### src/rtl/relu_backward_unit.sv
// ReLU backward pass: captures a forward matrix as a strictly-positive mask, then
// gates incoming gradient matrices with that mask, Lanes elements per cycle.
module relu_backward_unit #(
   parameter int Row_Limit = 10,
   parameter int Lanes     = 10
) (
   input  logic                             clk,
   input  logic                             rst,
   input  logic                             fwd_valid,
   output logic                             fwd_ready,
   input  logic [5*Row_Limit*Row_Limit-1:0] fwd_matrix,
   input  logic                             grad_valid,
   output logic                             grad_ready,
   input  logic [5*Row_Limit*Row_Limit-1:0] grad_matrix,
   output logic                             out_valid,
   input  logic                             out_ready,
   output logic [5*Row_Limit*Row_Limit-1:0] out_matrix,
   output logic                             mask_valid,
   output logic                             busy
);

   localparam int NN = Row_Limit * Row_Limit;
   localparam int NC = (NN + Lanes - 1) / Lanes;
   localparam int CW = (NC > 1) ? $clog2(NC) : 1;
   localparam logic [CW-1:0] LAST_CHUNK = CW'(NC - 1);

   typedef enum logic [1:0] {
      IDLE,
      PROC,
      DONE
   } state_t;

   state_t          state_q, state_d;
   logic [NN-1:0]   mask_q, mask_d;
   logic            mask_valid_q, mask_valid_d;
   logic [CW-1:0]   chunk_q, chunk_d;
   logic [5*NN-1:0] work_q, work_d;
   logic [5*NN-1:0] out_q, out_d;
   logic            out_valid_q, out_valid_d;

   always_comb begin
      state_d      = state_q;
      mask_d       = mask_q;
      mask_valid_d = mask_valid_q;
      chunk_d      = chunk_q;
      work_d       = work_q;
      out_d        = out_q;
      out_valid_d  = out_valid_q;
      unique case (state_q)
         IDLE: begin
            // A forward load pre-empts any pending gradient in the same cycle
            if (fwd_valid) begin
               for (int i = 0; i < NN; i++) begin
                  mask_d[i] = !fwd_matrix[4*NN+i] &&
                              (fwd_matrix[3*NN+i] || fwd_matrix[2*NN+i] ||
                               fwd_matrix[NN+i]   || fwd_matrix[i]);
               end
               mask_valid_d = 1'b1;
            end else if (grad_valid && mask_valid_q) begin
               work_d  = grad_matrix;
               chunk_d = '0;
               state_d = PROC;
            end
         end
         PROC: begin
            for (int i = 0; i < NN; i++) begin
               if (CW'(i / Lanes) == chunk_q) begin
                  for (int k = 0; k < 5; k++) begin
                     out_d[k*NN+i] = mask_q[i] & work_q[k*NN+i];
                  end
               end
            end
            if (chunk_q == LAST_CHUNK) begin
               state_d     = DONE;
               out_valid_d = 1'b1;
            end else begin
               chunk_d = chunk_q + CW'(1);
            end
         end
         DONE: begin
            if (out_ready) begin
               out_valid_d = 1'b0;
               state_d     = IDLE;
            end
         end
         default: state_d = IDLE;
      endcase
   end

   always_ff @(posedge clk or posedge rst) begin
      if (rst) begin
         state_q      <= IDLE;
         mask_q       <= '0;
         mask_valid_q <= 1'b0;
         chunk_q      <= '0;
         work_q       <= '0;
         out_q        <= '0;
         out_valid_q  <= 1'b0;
      end else begin
         state_q      <= state_d;
         mask_q       <= mask_d;
         mask_valid_q <= mask_valid_d;
         chunk_q      <= chunk_d;
         work_q       <= work_d;
         out_q        <= out_d;
         out_valid_q  <= out_valid_d;
      end
   end

   assign fwd_ready  = (state_q == IDLE);
   assign grad_ready = (state_q == IDLE) && mask_valid_q && !fwd_valid;
   assign busy       = (state_q != IDLE);
   assign out_valid  = out_valid_q;
   assign out_matrix = out_q;
   assign mask_valid = mask_valid_q;

endmodule

### config.mk
export PLATFORM = sky130hd
export DESIGN_NAME = relu_backward_unit
export DESIGN_NICKNAME = d
export VERILOG_FILES = /design/src/rtl/relu_backward_unit.sv
export SDC_FILE = /design/constraint.sdc
export NUM_CORES = 2
export LEC_CHECK = 0
export CAP_MARGIN = 25
export CORE_AREA = 2 2 581 583
export DETAILED_ROUTE_END_ITERATION = 8
export DIE_AREA = 0 0 583 585
export GPL_TIMING_DRIVEN = 0
export PLACE_DENSITY = 0.3
export SETUP_SLACK_MARGIN = 0.05
export SKIP_CTS_REPAIR_TIMING = 1
export SLEW_MARGIN = 0
export SYNTH_ARGS = -nofsm -noshare
export SYNTH_HDL_FRONTEND = slang
export SYNTH_SLANG_ARGS = --single-unit
export TNS_END_PERCENT = 5
### constraint.sdc
create_clock -name clk -period 56.8 [get_ports clk]
set_clock_uncertainty 0.05 [all_clocks]
set_input_delay 11.36 -clock clk [delete_from_list [all_inputs] [get_ports clk]]
set_output_delay 11.36 -clock clk [all_outputs]
set_load 0.02 [all_outputs]
==> qor.yml <==
run_status: "completed"
final_cell_mix: "1509 x clkdlybuf4s50_1, 1108 x dfrtp_1, 602 x nand2_1"
drv_cap: 0
dp.cells: 9522
cts_root_buf: "clkbuf_16"
nets: 6287
gp_congestion: 0.786
path_buf_inv: 2
dp_hpwl_um: 217000
drtPass1Iterations: 5
grt_usage_pct: 15.5
area_delta_synth_final_pct: 58.2
ir_worst_vdd_uv: 20.2
synth_area_leaders: "dfrtp_1 61%, mux2i_1 11%, mux2_2 11%"
tightest_slew_ns: 0.941
switching_share_pct: 38.1
ant_nets: 0
mostFrequentLayoutCell: "clkdlybuf4s50_1"
route.detailed.drc: 0
synthesis.nets: 4596
power_frac_clock_pct: 27.1
critPathMaxStageDelay_ns: 0.77
fin_crit_sh_pct: 43.0
p_comb_share_pct: 35.6
syn_area_um2: 45400
die-height_um: 585
fin_tns_setup_ns: 0
ys_seq_area_share_pct: 61.1
hold_violations: 0
rsz0062_at_grt: "no"
grt_start_max_net_pins: 112
chipWidth_um: 583
synth.top_cell.area_share_pct: 61.1
slowest_stage: "clkdlybuf4s50_1"
num_vias: 34200
grt.overflow.total: 0
clock-sinks: 1108
seq_power_share_pct: 37.3
numCtsBuffers: 161
powerDensity_nw_per_um2: 53.2
crit_arrival_ns: 13.00
cts_tree: "yes"
p_leak_nw: 31.4
r2r_setup_slack_ns: 53.95
cp_cell_sequence: "clkdlybuf4s50_1 > nor4b_4 > clkdlybuf4s50_1"
holdWs_ns: 0.442
ioPinCount: 1510
first_global_vias: 36600
max_slew_margin_pct: 36.7
drive_gt1_share_pct: 15.8
p_total_w: 0.00382
clk_pin_slew_worst_paths_ns: 0.05
synth_warnings: 0
portBuffers: 1509
critPathMostFrequentCell: "clkdlybuf4s50_1"
core-area_um2: 335000
rows: 213
htreeDepth: 4
worstHoldPathType: "flip-flop to flip-flop"
synth_cells: 3587
p_int_w: 0.00236
avgViaCountPerCell: 3.48
drtIter0Drc: 1323
maxSlewViolCount: 0
grt_antenna_before_repair: 111
grt_first_pass_wirelength_um: 354000
cp-start-kind: "input pin"
initial_utilization_pct: 13.5
switchingPower_w: 0.00146
synth_top_area_cell: "dfrtp_1"
critPathMaxFanout: 3
period_needed_ns: 24.41
nFillCells: 36100
endpoint_kind: "primary output"
setup_viol_count_final: 0
ys_types: 34
crit_family: "buffers and inverters"
critical_path_class: "input pin to primary output"
syn_avg_cell_area_um2: 12.6
wl_per_cell_um: 27.7
max_freq_mhz: 41.0
critPathRequiredTime_ns: 45.39
dieArea_um2: 341000
cts-root-to-sink-buffers: 4
wl_um: 272000
stdcell_count: 9827
clock_latency_ns: 0.84
ys_ff_latch: 1108
per-layer routing:
metal | vias to the layer above | track usage (%) | wire length, µm
li1 | 15300 | - | -
met1 | 17200 | 18.0 | 108000
met2 | 1210 | 27.2 | 135000
met3 | 365 | 5.82 | 23500
met4 | 84 | 3.06 | 5190
met5 | - | 0 | 536
power by group through the flow:
stage | logic, W | clock network, W | registers, W
floorplan | 0.000519 | 0 | 0.00148
global placement | 0.00139 | 0 | 0.00147
detailed placement | 0.00141 | 0 | 0.00145
CTS | 0.00142 | 0.00108 | 0.00144
global route | 0.00147 | 0.00111 | 0.00148
finish | 0.00136 | 0.00103 | 0.00143
path summary, 6_finish.rpt:
kind	startpoint	endpoint	depth (start not counted)
worst max-delay path	fwd_valid	grad_ready	3
worst min-delay path	work_q[103]$_DFFE_PP0P_	work_q[103]$_DFFE_PP0P_	1
max in group asynchronous	rst	out_matrix[426]$_DFFE_PP0P_	7
worst min register to register	work_q[103]$_DFFE_PP0P_	work_q[103]$_DFFE_PP0P_	1
min in group asynchronous	rst	out_matrix[51]$_DFFE_PP0P_	2
worst max register to register	state_q[0]$_DFFE_PP0P_	mask_q[68]$_DFFE_PP0P_	6
stage by stage:
step | util (%) | cell area (µm²) | setup WS, ns
2_1_floorplan | - | 45400 | 14.19
3_3_place_gp | 19.7 | 66000 | -6.62
3_5_place_dp | 19.8 | 66500 | 32.35
4_1_cts | 21.4 | 71700 | 32.35
5_1_grt | 21.4 | 71700 | 32.31
6_report | 21.4 | 71800 | 32.39
cell type report:
| class | instances | area [µm²] | area share, % |
|---|---|---|---|
| antenna | 24 | 60.1 | 0.0837 |
| sequential | 1108 | 27700 | 38.6 |
| timing repair buffer | 1528 | 15600 | 21.7 |
| clock inverter | 29 | 414 | 0.577 |
| multi-input combinational | 1841 | 14800 | 20.6 |
| buffer | 133 | 995 | 1.39 |
| inverter | 505 | 1900 | 2.65 |
| tap | 4407 | 5510 | 7.68 |
| clock buffer | 252 | 4850 | 6.75 |
worst reg2reg max path, cell delays in order, from the launching register on:
cell and delay [ns]:
dfrtp_1 0.42, buf_2 0.25, or3b_1 0.29, clkbuf_4 0.70, clkbuf_1 0.82, nand2_1 0.13, o31ai_1 0.10
Yosys cell counts, drive strengths merged:
cell,count
mux2i,500
nor2,2
nand4,3
nand3b,2
a22oi,1
nand2,603
nor3,3
or3b,1
a21boi,1
nor3b,1
a21o,1
nor2b,2
nand4b,1
and2,1
mux2,501
a22o,2
o31ai,100
ha,4
or2,1
xnor2,1
nand2b,3
inv,505
nand3,5
clkbuf,17
o2bb2ai,1
buf,116
nor4b,1
dfrtp,1108
nor4,100
registers in the layout (all words and copies together), names as in the netlist:
| name | cells |
|---|---|
| chunk_q | 4 |
| mask_valid | 1 |
| work_q | 500 |
| out_matrix | 500 |
| state_q | 2 |
| mask_q | 100 |
| out_valid | 1 |
logic make-up (layout without fill, tap and decap cells):
family,Yosys count,after routing,synth area share [%]
DFF,1108,1108,61.1
muxes,1001,1001,23.9
and+or+nand+nor,729,729,6.76
buffers and inverters,638,2447,6.35
AOI/OAI and AO/OA,106,106,1.76
adders and majority gates,4,4,0.110
xor gates and xnor gates,1,1,0.0193
other,0,24,0
No activity file was read; power rests on OpenSTA's default activity.
